[config.mk]
export PLATFORM = sky130hd
export DESIGN_NAME = ram_arbiter
export DESIGN_NICKNAME = d
export VERILOG_FILES = /design/src/rtl/ram_arbiter_pkg.sv /design/src/rtl/ram_arbiter_rr_arbiter.sv /design/src/rtl/ram_arbiter.sv
export SDC_FILE = /design/constraint.sdc
export NUM_CORES = 1
export LEC_CHECK = 0
export ABC_AREA = 0
export CORE_UTILIZATION = 36
export DETAILED_ROUTE_END_ITERATION = 6
export PLACE_DENSITY = 0.74
export SYNTH_ARGS = -nofsm -noshare
export SYNTH_HDL_FRONTEND = slang
export SYNTH_SLANG_ARGS = --single-unit
[constraint.sdc]
create_clock -name clk -period 7.8 [get_ports clk]
set_input_delay 1.56 -clock clk [delete_from_list [all_inputs] [get_ports clk]]
set_output_delay 1.56 -clock clk [all_outputs]
set_load 0.005 [all_outputs]
[src/rtl/ram_arbiter_pkg.sv]
// Shared definitions for the RAM arbiter: command encoding and controller state.
package ram_arbiter_pkg;

   localparam logic CMD_READ  = 1'b0;
   localparam logic CMD_WRITE = 1'b1;

   typedef enum logic {
      ST_INIT = 1'b0,
      ST_RUN  = 1'b1
   } state_e;

endpackage

[src/rtl/ram_arbiter_rr_arbiter.sv]
// Round-robin arbiter: scans upward from ptr, grants the first active request,
// then moves ptr just past the winner.
module rr_arbiter #(
   parameter int NUM_REQ = 4
) (
   input  logic               clk,
   input  logic               rst,
   input  logic [NUM_REQ-1:0] req,
   input  logic               enable,
   output logic [NUM_REQ-1:0] gnt
);

   localparam int IW = $clog2(NUM_REQ);
   localparam logic [IW:0]   NUM_W = (IW+1)'(NUM_REQ);
   localparam logic [IW-1:0] LAST  = IW'(NUM_REQ - 1);

   logic [IW-1:0] ptr_q, ptr_d;
   logic [IW:0]   sum;
   logic [IW-1:0] cand;
   logic          found;

   // Grants are suppressed while rst is high so no requester believes a
   // command was accepted in a cycle whose command register is being cleared.
   always_comb begin
      gnt   = '0;
      ptr_d = ptr_q;
      found = 1'b0;
      sum   = '0;
      cand  = '0;
      for (int k = 0; k < NUM_REQ; k++) begin
         sum = {1'b0, ptr_q} + (IW+1)'(k);
         if (sum >= NUM_W) begin
            sum = sum - NUM_W;
         end
         cand = sum[IW-1:0];
         if (enable && !rst && !found && req[cand]) begin
            found     = 1'b1;
            gnt[cand] = 1'b1;
            ptr_d     = (cand == LAST) ? '0 : cand + 1'b1;
         end
      end
   end

   always_ff @(posedge clk) begin
      if (rst) begin
         ptr_q <= '0;
      end else begin
         ptr_q <= ptr_d;
      end
   end

endmodule

[src/rtl/ram_arbiter.sv]
// Shares one registered-read dual-port RAM between NUM_REQ requesters: clears
// the memory after reset, then issues one round-robin granted command per cycle.
module ram_arbiter
   import ram_arbiter_pkg::*;
#(
   parameter int NUM_REQ     = 4,
   parameter int DATA_WID    = 16,
   parameter int ADDRESS_WID = 4,
   parameter int ADDRESS_MAX = 16
) (
   input  logic                           clk,
   input  logic                           rst,
   input  logic [NUM_REQ-1:0]             req,
   input  logic [NUM_REQ-1:0]             we,
   input  logic [NUM_REQ*ADDRESS_WID-1:0] addr,
   input  logic [NUM_REQ*DATA_WID-1:0]    wdata,
   output logic [NUM_REQ-1:0]             gnt,
   output logic [NUM_REQ-1:0]             rvalid,
   output logic [DATA_WID-1:0]            rdata,
   output logic                           init_done,
   output logic [ADDRESS_WID-1:0]         ram_address_write,
   output logic [DATA_WID-1:0]            ram_data_write,
   output logic                           ram_write_enable,
   output logic [ADDRESS_WID-1:0]         ram_address_read,
   input  logic [DATA_WID-1:0]            ram_data_read,
   output state_e                         dbg_state_o
);

   localparam int IW = $clog2(NUM_REQ);
   localparam logic [ADDRESS_WID-1:0] LAST_ADDR = ADDRESS_WID'(ADDRESS_MAX - 1);

   // Handshake: a requester raises req with we/addr/wdata stable and holds them
   // until it sees gnt[i]=1 in the same cycle; that cycle consumes the command
   // and the requester may change or drop it from the next cycle on. Read data
   // comes back exactly two cycles after the grant, flagged by rvalid[i].

   state_e                 state_q, state_d;
   logic [ADDRESS_WID-1:0] init_cnt_q, init_cnt_d;
   logic                   we_q, we_d;
   logic [ADDRESS_WID-1:0] waddr_q, waddr_d;
   logic [ADDRESS_WID-1:0] raddr_q, raddr_d;
   logic [DATA_WID-1:0]    wdata_q, wdata_d;
   logic                   s1_valid_q, s1_valid_d, s2_valid_q;
   logic [IW-1:0]          s1_id_q, s1_id_d, s2_id_q;

   logic [NUM_REQ-1:0]     arb_gnt;
   logic                   gnt_any;
   logic [IW-1:0]          gnt_idx;
   logic [ADDRESS_WID-1:0] addr_arr  [NUM_REQ];
   logic [DATA_WID-1:0]    wdata_arr [NUM_REQ];

   for (genvar gi = 0; gi < NUM_REQ; gi++) begin : g_unpack
      assign addr_arr[gi]  = addr[gi*ADDRESS_WID +: ADDRESS_WID];
      assign wdata_arr[gi] = wdata[gi*DATA_WID +: DATA_WID];
   end

   rr_arbiter #(
      .NUM_REQ (NUM_REQ)
   ) u_rr_arbiter (
      .clk    (clk),
      .rst    (rst),
      .req    (req),
      .enable (init_done),
      .gnt    (arb_gnt)
   );

   always_comb begin
      gnt_any = |arb_gnt;
      gnt_idx = '0;
      for (int i = 0; i < NUM_REQ; i++) begin
         if (arb_gnt[i]) begin
            gnt_idx = IW'(i);
         end
      end
   end

   always_comb begin
      state_d    = state_q;
      init_cnt_d = init_cnt_q;
      we_d       = 1'b0;
      waddr_d    = waddr_q;
      wdata_d    = wdata_q;
      raddr_d    = raddr_q;
      s1_valid_d = 1'b0;
      s1_id_d    = '0;
      case (state_q)
         ST_INIT: begin
            we_d       = 1'b1;
            waddr_d    = init_cnt_q;
            wdata_d    = '0;
            init_cnt_d = init_cnt_q + 1'b1;
            if (init_cnt_q == LAST_ADDR) begin
               state_d = ST_RUN;
            end
         end
         ST_RUN: begin
            if (gnt_any) begin
               if (we[gnt_idx] == CMD_WRITE) begin
                  we_d    = 1'b1;
                  waddr_d = addr_arr[gnt_idx];
                  wdata_d = wdata_arr[gnt_idx];
               end else begin
                  raddr_d    = addr_arr[gnt_idx];
                  s1_valid_d = 1'b1;
                  s1_id_d    = gnt_idx;
               end
            end
         end
         default: begin
            state_d = ST_INIT;
         end
      endcase
   end

   always_ff @(posedge clk) begin
      if (rst) begin
         state_q    <= ST_INIT;
         init_cnt_q <= '0;
         we_q       <= 1'b0;
         waddr_q    <= '0;
         wdata_q    <= '0;
         raddr_q    <= '0;
         s1_valid_q <= 1'b0;
         s1_id_q    <= '0;
         s2_valid_q <= 1'b0;
         s2_id_q    <= '0;
      end else begin
         state_q    <= state_d;
         init_cnt_q <= init_cnt_d;
         we_q       <= we_d;
         waddr_q    <= waddr_d;
         wdata_q    <= wdata_d;
         raddr_q    <= raddr_d;
         s1_valid_q <= s1_valid_d;
         s1_id_q    <= s1_id_d;
         s2_valid_q <= s1_valid_q;
         s2_id_q    <= s1_id_q;
      end
   end

   // Returns are masked during rst so reads in flight never surface.
   always_comb begin
      rvalid = '0;
      rdata  = '0;
      if (s2_valid_q && !rst) begin
         rvalid[s2_id_q] = 1'b1;
         rdata           = ram_data_read;
      end
   end

   assign gnt               = arb_gnt;
   assign init_done         = (state_q == ST_RUN);
   assign ram_write_enable  = we_q;
   assign ram_address_write = waddr_q;
   assign ram_data_write    = wdata_q;
   assign ram_address_read  = raddr_q;
   assign dbg_state_o       = state_q;

endmodule
==> metrics.yaml <==
cells_and_area:
  area_growth_syn_to_layout_pct: 52.9
  fillers: 763
  num_antenna_cells: 0
  seq_area_um2: 761
  stdcell_area_um2: 4840
  final_layout_size_suffix_gt1_frac: 0.0779
  multi_input_area_um2: 2160
  nNetsFinal: 639
  stdcell_count: 631
yosys:
  synth_nets: 504
  synth-edff-count: 0
  netlist.area_leader.share: 0.240
  yosys_warnings: 0
  avgSynthCellArea_um2: 8.10
  syn_area_um2: 3170
  synth_seq_cells: 38
  ys_types: 62
  synthArstFlopShare: 0
  ys_seq_area_frac: 0.240
  synth_top_cell_by_area: "dfxtp_1"
  ys.flop_type: "dfxtp_1"
  syn_inst: 391
  synth.area.top_cells: "dfxtp_1 (24%), o21ai_0 (6.6%), a211oi_1 (5.5%), a32o_1 (5.1%), and4_1 (5.0%)"
power_and_ir_drop:
  clkPwrFrac: 0.369
  powerDensity_nw_per_um2: 96.3
  p_sw_frac: 0.224
  p_seq_frac: 0.425
  ir_worst_vdd_v: 0.0000678
  p_switching_uw: 104
  p_int_uw: 362
  report.power.total_uw: 466
  p_leak_uw: 0.00179
  comb_power_share: 0.206
global_route:
  grt_max_degree: 33
  gr-total-overflow: 0
  grt_pass1_vias: 3413
  grt_usage: 0.239
  grt_pass1_wl_um: 16800
  antenna_found_initial: 0
min_path:
  hp-class: "flop to flop"
  whs_endpoint: "s2_valid_q$_SDFF_PP0_"
  hold_path_depth: 1
  hold_path.startpoint: "s1_valid_q$_SDFF_PP0_"
sta:
  setup_viol: 0
  slew-limit-headroom: 0.408
  hold_viol_final: 0
  worst_pin_slew_ps: 887
  period_minus_slack_ps: 6190
  grt_setup_unrepaired: "no"
  maxSlewViolCount: 0
  fmax_mhz: 162
  period_share: 0.793
  setup_tns_ps: 0
  clock_skew_ps: 9.79
place:
  detailed_place_hpwl_um: 8210
  portBuffers: 156
  place_inst: 624
  place_area_um2: 4730
  gp_congestion: 0.869
route:
  ant_nets: 0
  drc: 0
  dr.first_iter.drc_count: 195
  vias_per_cell: 5.81
  vias: 3667
  wl_um: 10900
  drt_pre_antenna_iters: 4
  wl_per_cell_um: 17.3
clock_network:
  clk_pin_slew_ps: 70
  htree_levels: 2
  cts.sinks: 38
  insertion_delay_ps: 300
  clockBufferDepth: 2
  holdBufCountCts: 0
  numCtsBuffers: 5
  post_cts_buffers: 0
  cts_tree: "done"
  cts-resized-gates: 0
  clockRootBuffer: "clkbuf_8"
setup_path:
  timing.rr.start: "u_rr_arbiter.ptr_q[0]$_SDFFE_PP0P_"
  reg2regPathDepth: 11
  cp_slowest_cell: "mux4_2"
  crit_type: "input port to output port"
  arrival_ps: 4630
  reg2reg_slack_ps: 3210
  cpMostUsedCell: "clkdlybuf4s50_1"
  cpPeakStageDelay_ps: 640
  path_cells: "clkdlybuf4s50_1 -> mux4_2 -> clkinv_1 -> nand4_2 -> and3_1 -> buf_4 -> inv_2 -> clkdlybuf4s50_1"
  endpoint_kind: "output port"
  crit_fanout: 27
  cp-start-kind: "input port"
  rr_endpoint: "ram_address_write[2]$_SDFFE_PP0P_"
  critPathRequiredTime_ps: 6240
floorplanning:
  rows: 33
  chipHeight_um: 95.8
  dieWidth_um: 95.8
  core_um2: 8380
  die-area_um2: 9170
  initial_core_util: 0.378
  io_pins: 157
status:
  outcome: "finished clean"
run:
  drv_cap: 0
==> through the flow <==
stage,utilization,setup slack [ps],hold slack [ps]
4_1_cts,0.578,1650,449
5_1_grt,0.578,1460,464
2_1_floorplan,-,3020,414
3_5_place_dp,0.564,1660,428
3_3_place_gp,0.564,1740,424
6_report,0.578,1610,443
==> kinds of logic after synthesis <==
logic type / synth area share
buf+inv: 0.0767
compound gates: 0.314
mux: 0.0759
flops: 0.240
simple gates: 0.257
xor+xnor: 0.00830
fa+ha+maj: 0.0277
==> critical path, delay by kind of cell <==
family	cells	cell delay (ps)
muxes	1	640
buffers and inverters	5	1990
and+or+nand+nor	2	410
==> registers in the layout, indices dropped and copies added (netlist names) <==
name                cells
dbg_state_o             1
init_cnt_q              4
ram_address_read        4
ram_address_write       4
ram_data_write         16
ram_write_enable        1
s1_id_q                 2
s1_valid_q              1
s2_id_q                 2
s2_valid_q              1
u_rr_arbiter.ptr_q      2
==> worst max-delay path by stage <==
stage,from,end,slack (ps),cells past startpoint
after global routing,req[2],gnt[2],1460,8
after floorplan,req[1],gnt[3],3020,9
after detailed placement,req[0],gnt[2],1660,8
after CTS,req[0],gnt[2],1650,8
after global placement,req[0],gnt[2],1740,8
final,req[0],gnt[2],1610,8
==> layout make-up <==
cell class                 count  area share
multi-input combinational    304       0.447
timing repair buffer         165       0.337
sequential                    38       0.157
tap                          105      0.0271
clock buffer                   6      0.0171
inverter                      12     0.00930
clock inverter                 1     0.00620
==> power groups by stage <==
stage          Clock [µW]  Combinational [µW]  Sequential (µW)
3_3_place_gp            0                95.0              203
2_1_floorplan           0                31.8              203
4_1_cts               175                95.9              198
5_1_grt               184                 103              199
3_5_place_dp            0                95.5              203
6_report              172                95.9              198
==> metal layers <==
layer / GRT usage / wire, µm / up-vias
met4: 0.0460 / 75 / 0
li1: - / - / 1752
met2: 0.413 / 5320 / 179
met5: 0 / 0 / -
met1: 0.299 / 4460 / 1725
met3: 0.0608 / 1080 / 11
==> synthesized netlist by cell type (all sizes together), types with 2 or more instances <==
cell type	n
o21ai	44
dfxtp	38
nand2	34
a211oi	23
nor2	22
and2	20
clkbuf	19
and4	18
buf	18
a32o	17
mux2i	15
nor2b	12
inv	11
a21oi	10
a31oi	10
o31ai	8
and3	7
ha	7
nand4	6
nor3b	5
mux4	4
o221a	4
a22oi	3
nand3	3
nor3	3
a41o	2
and3b	2
nand3b	2
o211ai	2
o21a	2
o22ai	2
or3b	2
xor2	2
==> layout by cell type, fill, tap and decap left out, types with 9 or more instances in the layout <==
cell type and n:
clkdlybuf4s50_1 156, o21ai_0 41, dfxtp_1 38, nand2_1 34, a211oi_1 23, and2_1 20, nor2_1 20, and4_1 18
a32o_1 16, mux2i_1 15, nor2b_1 12, a21oi_1 10, a31oi_1 10, buf_4 9
Note: power is estimated with default switching activity, not from simulation.
